## config.mk

```make
export PLATFORM = sky130hd
export DESIGN_NAME = branch_resolve_ctrl_flat
export DESIGN_NICKNAME = d
export VERILOG_FILES = /design/src/rtl/branch_resolve_ctrl_if.sv /design/src/rtl/branch_resolve_ctrl.sv /design/src/flat_wrapper.sv
export SDC_FILE = /design/constraint.sdc
export NUM_CORES = 1
export LEC_CHECK = 0
export BUFFER_PORTS_ARGS = -buffer_cell sky130_fd_sc_hd__buf_2
export CAP_MARGIN = 20
export CORE_UTILIZATION = 33
export CTS_CLUSTER_DIAMETER = 200
export DETAILED_ROUTE_END_ITERATION = 16
export HOLD_SLACK_MARGIN = 0.06
export PLACE_DENSITY_LB_ADDON = 0.1
export SYNTH_ARGS = -nofsm -noshare
export SYNTH_HDL_FRONTEND = slang
export SYNTH_SLANG_ARGS = --single-unit
```

## constraint.sdc

```tcl
create_clock -name clk -period 3.6 [get_ports clk]
set_input_delay 0.18 -clock clk [delete_from_list [all_inputs] [get_ports clk]]
set_output_delay 0.18 -clock clk [all_outputs]
set_load 0.03 [all_outputs]
```

## src/rtl/branch_resolve_ctrl_if.sv

```systemverilog
// branch_resolve_ctrl_if: redirect handshake to IF and predictor-update port of the EX branch resolver.
interface branch_resolve_ctrl_if #(parameter int XLEN = 32);
    logic            redirect_valid;
    logic [XLEN-1:0] redirect_pc;
    logic            redirect_ready;
    logic            upd_valid;
    logic [XLEN-1:0] upd_pc;
    logic            upd_taken;
    logic [XLEN-1:0] upd_target;
    modport master (
        output redirect_valid, redirect_pc, upd_valid, upd_pc, upd_taken, upd_target,
        input  redirect_ready
    );
    modport slave (
        input  redirect_valid, redirect_pc, upd_valid, upd_pc, upd_taken, upd_target,
        output redirect_ready
    );
endinterface

```

## src/rtl/branch_resolve_ctrl.sv

```systemverilog
// branch_resolve_ctrl: resolves RV32I branches/jumps in EX, redirects IF on mispredict, updates predictor and counters.
module cmp #(parameter int XLEN = 32) (
    input  logic [XLEN-1:0] a,
    input  logic [XLEN-1:0] b,
    input  logic [2:0]      funct3,
    output logic            br_en
);
    logic eq, lt, ltu;
    always_comb begin
        eq = a == b;
        lt = $signed(a) < $signed(b);
        ltu = a < b;
        br_en = funct3[2] ? ((funct3[1] ? ltu : lt) ^ funct3[0]) : (!funct3[1] && (eq ^ funct3[0]));
    end
endmodule

module branch_resolve_ctrl #(
    parameter int XLEN    = 32,
    parameter int COUNT_W = 32
) (
    input  logic                 clk,
    input  logic                 rst_n,
    input  logic                 ex_valid,
    input  logic                 ex_is_br,
    input  logic                 ex_is_jal,
    input  logic                 ex_is_jalr,
    input  logic [2:0]           ex_funct3,
    input  logic [XLEN-1:0]      ex_rs1,
    input  logic [XLEN-1:0]      ex_rs2,
    input  logic [XLEN-1:0]      ex_pc,
    input  logic [XLEN-1:0]      ex_imm,
    input  logic                 ex_pred_taken,
    input  logic [XLEN-1:0]      ex_pred_target,
    output logic                 kill_younger,
    output logic                 stall_ex,
    output logic [COUNT_W-1:0]   br_cnt,
    output logic [COUNT_W-1:0]   mispred_cnt,
    branch_resolve_ctrl_if.master bus
);
    typedef enum logic {IDLE, WAIT_ACK} state_t;
    state_t          state, state_next;
    logic            br_en, taken, resolve, mispredict;
    logic [XLEN-1:0] target, next_pc;

    cmp #(.XLEN(XLEN)) u_cmp (.a(ex_rs1), .b(ex_rs2), .funct3(ex_funct3), .br_en(br_en));

    // Conflicting control-flow flags resolve nothing, so they never disturb the pipeline.
    always_comb begin
        target = ex_is_jalr ? ((ex_rs1 + ex_imm) & ~XLEN'(1)) : ex_pc + ex_imm;
        taken = ex_is_br ? br_en : 1'b1;
        next_pc = taken ? target : ex_pc + XLEN'(4);
        resolve = ex_valid && $onehot({ex_is_br, ex_is_jal, ex_is_jalr}) && state == IDLE;
        mispredict = resolve && (taken != ex_pred_taken || (taken && target != ex_pred_target));
    end

    always_ff @(posedge clk or negedge rst_n) begin
        if (!rst_n) state <= IDLE;
        else state <= state_next;
    end

    always_comb begin
        state_next = state == IDLE ? (mispredict ? WAIT_ACK : IDLE) : (bus.redirect_ready ? IDLE : WAIT_ACK);
    end

    always_comb begin
        kill_younger = mispredict;
        stall_ex = state == WAIT_ACK;
        bus.redirect_valid = state == WAIT_ACK;
    end

    always_ff @(posedge clk or negedge rst_n) begin
        if (!rst_n) begin
            bus.redirect_pc <= '0;
            bus.upd_valid <= 1'b0;
            bus.upd_pc <= '0;
            bus.upd_taken <= 1'b0;
            bus.upd_target <= '0;
            br_cnt <= '0;
            mispred_cnt <= '0;
        end else begin
            bus.upd_valid <= resolve;
            if (mispredict) begin
                bus.redirect_pc <= next_pc;
                mispred_cnt <= mispred_cnt + COUNT_W'(1);
            end
            if (resolve) begin
                bus.upd_pc <= ex_pc;
                bus.upd_taken <= taken;
                bus.upd_target <= target;
                br_cnt <= br_cnt + COUNT_W'(1);
            end
        end
    end
endmodule

```

## src/flat_wrapper.sv

```systemverilog
// flat-port wrapper written by rule: the top's interface ports become plain ports
module branch_resolve_ctrl_flat 
#(
    parameter int XLEN    = 32,
    parameter int COUNT_W = 32
)
  (clk, rst_n, ex_valid, ex_is_br, ex_is_jal, ex_is_jalr, ex_funct3, ex_rs1, ex_rs2, ex_pc, ex_imm, ex_pred_taken, ex_pred_target, kill_younger, stall_ex, br_cnt, mispred_cnt, bus_redirect_valid, bus_redirect_pc, bus_upd_valid, bus_upd_pc, bus_upd_taken, bus_upd_target, bus_redirect_ready);
  branch_resolve_ctrl_if #(.XLEN(XLEN)) bus_i ();
  input  logic clk;
  input  logic rst_n;
  input  logic ex_valid;
  input  logic ex_is_br;
  input  logic ex_is_jal;
  input  logic ex_is_jalr;
  input  logic [2:0] ex_funct3;
  input  logic [XLEN-1:0] ex_rs1;
  input  logic [XLEN-1:0] ex_rs2;
  input  logic [XLEN-1:0] ex_pc;
  input  logic [XLEN-1:0] ex_imm;
  input  logic ex_pred_taken;
  input  logic [XLEN-1:0] ex_pred_target;
  output logic kill_younger;
  output logic stall_ex;
  output logic [COUNT_W-1:0] br_cnt;
  output logic [COUNT_W-1:0] mispred_cnt;
  output wire logic [$bits(bus_i.redirect_valid)-1:0] bus_redirect_valid;
  output wire logic [$bits(bus_i.redirect_pc)-1:0] bus_redirect_pc;
  output wire logic [$bits(bus_i.upd_valid)-1:0] bus_upd_valid;
  output wire logic [$bits(bus_i.upd_pc)-1:0] bus_upd_pc;
  output wire logic [$bits(bus_i.upd_taken)-1:0] bus_upd_taken;
  output wire logic [$bits(bus_i.upd_target)-1:0] bus_upd_target;
  input wire logic [$bits(bus_i.redirect_ready)-1:0] bus_redirect_ready;
  assign bus_redirect_valid = bus_i.redirect_valid;
  assign bus_redirect_pc = bus_i.redirect_pc;
  assign bus_upd_valid = bus_i.upd_valid;
  assign bus_upd_pc = bus_i.upd_pc;
  assign bus_upd_taken = bus_i.upd_taken;
  assign bus_upd_target = bus_i.upd_target;
  assign bus_i.redirect_ready = bus_redirect_ready;
  branch_resolve_ctrl #(.XLEN(XLEN), .COUNT_W(COUNT_W)) u_core (.clk(clk), .rst_n(rst_n), .ex_valid(ex_valid), .ex_is_br(ex_is_br), .ex_is_jal(ex_is_jal), .ex_is_jalr(ex_is_jalr), .ex_funct3(ex_funct3), .ex_rs1(ex_rs1), .ex_rs2(ex_rs2), .ex_pc(ex_pc), .ex_imm(ex_imm), .ex_pred_taken(ex_pred_taken), .ex_pred_target(ex_pred_target), .kill_younger(kill_younger), .stall_ex(stall_ex), .br_cnt(br_cnt), .mispred_cnt(mispred_cnt), .bus(bus_i));
endmodule
```

### Word level (Yosys, flattened, before mapping)

Index checks and enable logic that the tools add are counted.

| storage, ports and cells | value |
|---|---|
| register bits after elaboration | 163 |
| output and inout bits | 165 |
| logic and storage cells | 39 |

| cells by class | value |
|---|---|
| add/subtract/negate cells | 7 |
| order comparisons | 2 |
| equality and inequality tests | 4 |
| multiplexer cells | 8 |
| bitwise gates (word level) | 3 |
| reduce and logical (&&, ||, !) cells | 7 |

Operator list:

| kind | count |
|---|---|
| $add 32x1->32 const B | 2 |
| $add 32x32->32 | 2 |
| $lt 32x32->1 | 2 |
| $mux 32 | 2 |
| $add 32x3->32 const B | 1 |
| $eq 32x32->1 | 1 |
| $ne 32x32->1 | 1 |
| $mux 1 | 6 |
| $logic_and 1x1->1 | 5 |
| $add 1x1->2 | 1 |
| $add 2x1->2 | 1 |
| $eq 2x1->1 const B | 1 |
| $xor 1x1->1 | 2 |
| $logic_not 1->1 | 1 |
| $logic_or 1x1->1 | 1 |
| $ne 1x1->1 | 1 |
| $not 1->1 | 1 |

### Depth between registers and ports, before layout

| logic depth | value |
|---|---|
| depth in word-level cells | 10 |
| depth in mapped cells | 19 |
| mapped depth without buffers | 14 |

### Hierarchy

Synthesis repeated with hierarchy kept, for this count alone.

| second synthesis, totals | value |
|---|---|
| cells, all modules | 1631 |
| area total of the unflattened synthesis | 13469.2 um^2 |

By module, submodules not included:

| module | times used | cells an instance | area an instance (um^2) |
|---|---|---|---|
| branch_resolve_ctrl | 1 | 1508 | 12569.6 |
| cmp | 1 | 123 | 899.6 |

### Least setup slack after synthesis

Ideal clock, no wire load.

| timing path | value |
|---|---|
| path kind | input to register |
| start | in ex_is_jalr |
| end | reg u_core.br_cnt[29] |
| library setup time | 133 ps |
| arrival time | 4105 ps |
| required time | 3467 ps |
| path slack | -638 ps |
| cell stages on the path | 19 |
| cell sequence | buf_2 > inv_1 > clkbuf_1 > buf_2 > buf_2 > buf_1 > clkbuf_1 > buf_1 > fa_1 > nand4b_1 > inv_1 > nand4_1 > nor2_1 > and4_1 > clkbuf_1 > nand4_1 > nor2_1 > nand3_1 > xnor2_1 |

| on the way | value |
|---|---|
| word-level cells in the longest chain between the ends | 5 |

RTL lines:

| what | line | source |
|---|---|---|
| start: declaration | flat_wrapper.sv:14 | `input logic ex_is_jalr;` |
| $add 1x1->2 (implied by the code) | branch_resolve_ctrl.sv:52 | `resolve = ex_valid && $onehot({ex_is_br, ex_is_jal, ex_is_jalr}) && state == IDLE;` |
| $add 2x1->2 (implied by the code) | branch_resolve_ctrl.sv:52 |  |
| $eq 2x1->1 | branch_resolve_ctrl.sv:52 |  |
| $logic_and 1x1->1 (2 in series) | branch_resolve_ctrl.sv:52 |  |
| end signal: assignment | branch_resolve_ctrl.sv:90 | `br_cnt <= br_cnt + COUNT_W'(1);` |
| end: declaration | branch_resolve_ctrl.sv:36 | `output logic [COUNT_W-1:0] br_cnt,` |

No other way between the ends.
A chain may end at the register's enable or synchronous reset.

### Worst setup path in the final report

| timing path | value |
|---|---|
| start | in ex_imm[0] |
| end | out kill_younger |

| on the way | value |
|---|---|
| word-level cells in the longest chain between the ends | 6 |
| elaborated cells between the ends (all ways) | 7 |
| those cells by class | 2 x add/sub; 1 x eq/ne; 1 x mux; 3 x reduce/logical |

RTL lines:

| what | line | source |
|---|---|---|
| start: declaration | flat_wrapper.sv:19 | `input logic [XLEN-1:0] ex_imm;` |
| $add 32x32->32 | branch_resolve_ctrl.sv:49 | `target = ex_is_jalr ? ((ex_rs1 + ex_imm) & ~XLEN'(1)) : ex_pc + ex_imm;` |
| $mux 32 * | branch_resolve_ctrl.sv:49 |  |
| $ne 32x32->1 * | branch_resolve_ctrl.sv:53 | `mispredict = resolve && (taken != ex_pred_taken \|\| (taken && target != ex_pred_target));` |
| $logic_and 1x1->1 * | branch_resolve_ctrl.sv:53 |  |
| $logic_or 1x1->1 * | branch_resolve_ctrl.sv:53 |  |
| $logic_and 1x1->1 * | branch_resolve_ctrl.sv:53 |  |
| end: declaration | flat_wrapper.sv:22 | `output logic kill_younger;` |

Mark *: on every way between the ends. The rest lies on a longest branch, timed or not.

==> flow_summary.ini <==
[synth]
synth.cell_area_sq_um = 13680
ys_seq_area_frac = 0.2981
ys_warn_count = 0
yosysTopAreaCell = dfrtp_1
synth_top_area_share = 0.2981
synth_flop_cell = dfrtp_1
postSynthAreaPerCell_sq_um = 8.277
synthArstFlopShare = 1.000
synth-seq-cells = 163
synth_edf_count = 0
yosys-top-cells-area = dfrtp_1 30%, ha_1 8.8%, nand2_1 7.4%, xnor2_1 5.1%, xor2_1 4.5%
synthesis.nets = 1923
synth_cell_types = 83
synthCells = 1653

[timing]
relSlewSlack = 0.3927
max_freq_mhz = 237.8
setup_viol = 66
skew_ps = 11.42
fin_crit_sh = 1.168
fin_setup_tns_ps = -29520
timing.final.ws_setup_ps = -604.8
maxSlewViolCount = 0
tightestPinTransition_ps = 910.9
rsz0062_at_grt = yes
fin_crit_ps = 4205
fin_hold_ws_ps = 90.38
hold_violations = 0

[detailed_routing]
drc = 0
dr_total_vias = 14750
ant_nets = 0
wl_per_cell_um = 18.55
firstDrtPassIters = 7
drt_iter0_markers = 875
routed_wl_um = 53530
viasPerCell = 5.113

[cts]
htree_levels = 4
cts_root_buf = clkbuf_16
cts_sinks = 163
clk_latency_ps = 450
cts_tree = yes
cts_buffer_depth = 2
cts_made_buffers = 17
cts.clk_slew.worst_paths_ps = 70

[power_and_ir_drop]
powerDensity_nw_per_um2 = 453.9
p_leak_uw = 0.01007
ir_drop_mv = 0.3862

[setup_path]
r2r-start = u_core.mispred_cnt[3]
path_class = in2out
critPathTopFamily = simple AND/OR/NAND/NOR gates
critPathSlowestCell = or4_4
startpoint = ex_imm[0]
crit_arrival_ps = 4020
start_kind = input port
worstSetupEndpointType = output pin
crit_chain = buf_8, ha_4, fa_2, a21oi_2, buf_4, o221a_4, nor3_2, a41o_1, or4_4, a2111oi_4, nand4_1, nor4_4, nand4b_1, a2111oi_4, buf_6, nor2_4, buf_6
cp.required_ps = 3420
worstPathMaxFanout = 3
cpPeakStageDelay_ps = 550
worst-path-buf-inv = 4

[die]
die_h_um = 205.6
ios = 336
initial_core_util = 0.3351
core-area_sq_um = 40830
die-width_um = 205.6
rows = 74
die-area_sq_um = 42280

[layout]
drive_gt1_frac = 0.3639
finalNonFillerCells = 2885
layout.cells.most_common_list = 397 x buf_4, 331 x buf_2, 271 x nand2_1
fin_area_sq_um = 19830
area_delta_synth_final_pct = 44.97
finalNetCount = 2609
layout_commonest_cell = buf_4

[global_route]
grt_pass1_vias = 14120
grt_max_degree = 92
grt_util_all_layers = 0.2488
grt_overflow = 0
antenna_found_initial = 3
grt_pass1_wl_um = 80270

[placed_design]
portBuffers = 335
dpl_cell_area_sq_um = 18830
gp_congestion = 0.9059
numPlacedInstances = 2836
detailed_place_hpwl_um = 43940

[run_status]
violations = setup timing
outcome = finished with violations

[job]
cap_violations = 0

[worst_hold_path]
hp-class = in2reg
min_from = ex_pc[5]
==> layout make-up <==
class / count / area [sq um]
Multi-Input combinational cell: 1352 / 9336
Antenna cell: 1 / 2.502
Tap cell: 532 / 665.6
Inverter: 55 / 206.4
Sequential cell: 163 / 4079
Timing Repair Buffer: 750 / 4961
Clock inverter: 11 / 102.6
Clock buffer: 21 / 480.5
Fill cell: 4097 / 21000
==> where the power goes <==
group / internal (uW) / total, uW / switching (uW) / leakage (uW)
sequential: 2330 / 2650 / 324 / 0.00208
clock: 1030 / 1800 / 775 / 0.000281
combinational: 1770 / 4550 / 2780 / 0.00770
==> final timing paths <==
| kind | endpoint | slack (ps) | depth (start not counted) |
|---|---|---|---|
| max | kill_younger | -600 | 17 |
| min | u_core.bus.upd_pc[5] | 90 | 4 |
| max reg2reg | u_core.mispred_cnt[31] | 640 | 12 |
| min reg2reg | u_core.br_cnt[31] | 460 | 1 |
| max in group asynchronous | u_core.mispred_cnt[22] | 2290 | 3 |
| min in group asynchronous | u_core.br_cnt[14] | 390 | 2 |
==> worst reg2reg max path: stages, from the launching register on <==
cell and delay, ps:
dfrtp_1 440, and3_1 260, nand3_1 190, nor2_1 270
and4_1 260, and3_1 190, and3_1 170, and2_1 160
nand3_1 110, nor2_1 210, nand4_1 170, nor4_1 300
xor2_1 160
==> per-stage QoR <==
stage	power, uW	setup WS, ps	util
3_5_place_dp	7080	-1380	0.4612
2_1_floorplan	5134	-176.1	-
5_1_grt	9529	-711.9	0.4858
3_3_place_gp	7018	-1313	0.4607
6_report	9003	-604.8	0.4858
4_1_cts	9043	-518.5	0.4819
==> cells by family after synthesis <==
| group | count (synthesis) | synth area share |
|---|---|---|
| xor gates and xnor gates | 155 | 0.1044 |
| DFF | 163 | 0.2981 |
| and+or+nand+nor | 685 | 0.2473 |
| adders and majority gates | 99 | 0.09218 |
| muxes | 59 | 0.04664 |
| buffers and inverters | 138 | 0.04033 |
| AOI/OAI and AO/OA | 354 | 0.1710 |
==> cells in the mapped netlist (all sizes together), types with 21 or more instances <==
library cell / n
nand2: 271
dfrtp: 163
a21oi: 108
nor2: 105
ha: 96
o21ai: 87
xnor2: 79
xor2: 71
nand3: 64
clkbuf: 58
inv: 55
nand4: 45
nor3: 44
mux2: 38
and3: 25
buf: 25
nor4: 25
mux2i: 21
==> layer usage <==
| metal | global-route usage | routed length (um) |
|---|---|---|
| met3 | 0.02328 | 2339 |
| met5 | 0 | 27 |
| met1 | 0.3554 | 25720 |
| met4 | 0.06852 | 982 |
| met2 | 0.3967 | 24460 |
==> flip-flops by register name, indices dropped and copies added (netlist names) <==
| signal | cells |
|---|---|
| u_core.bus.upd_taken | 1 |
| u_core.br_cnt | 32 |
| u_core.bus.upd_valid | 1 |
| u_core.bus.redirect_pc | 32 |
| u_core.mispred_cnt | 32 |
| u_core.bus.upd_pc | 32 |
| u_core.bus.upd_target | 32 |
| u_core.bus.redirect_valid | 1 |
==> timing repair <==
item / in CTS / in global routing
gates resized for setup: 38 / 13
gates cloned: 1 / 3
setup endpoints to repair: 66 / 66
endpoints found under the hold margin: 91 / 0
hold buffers: 5 / 0
pin swaps: 12 / 5
setup buffers: 4 / 4
No activity file was read; power rests on OpenSTA's default activity.
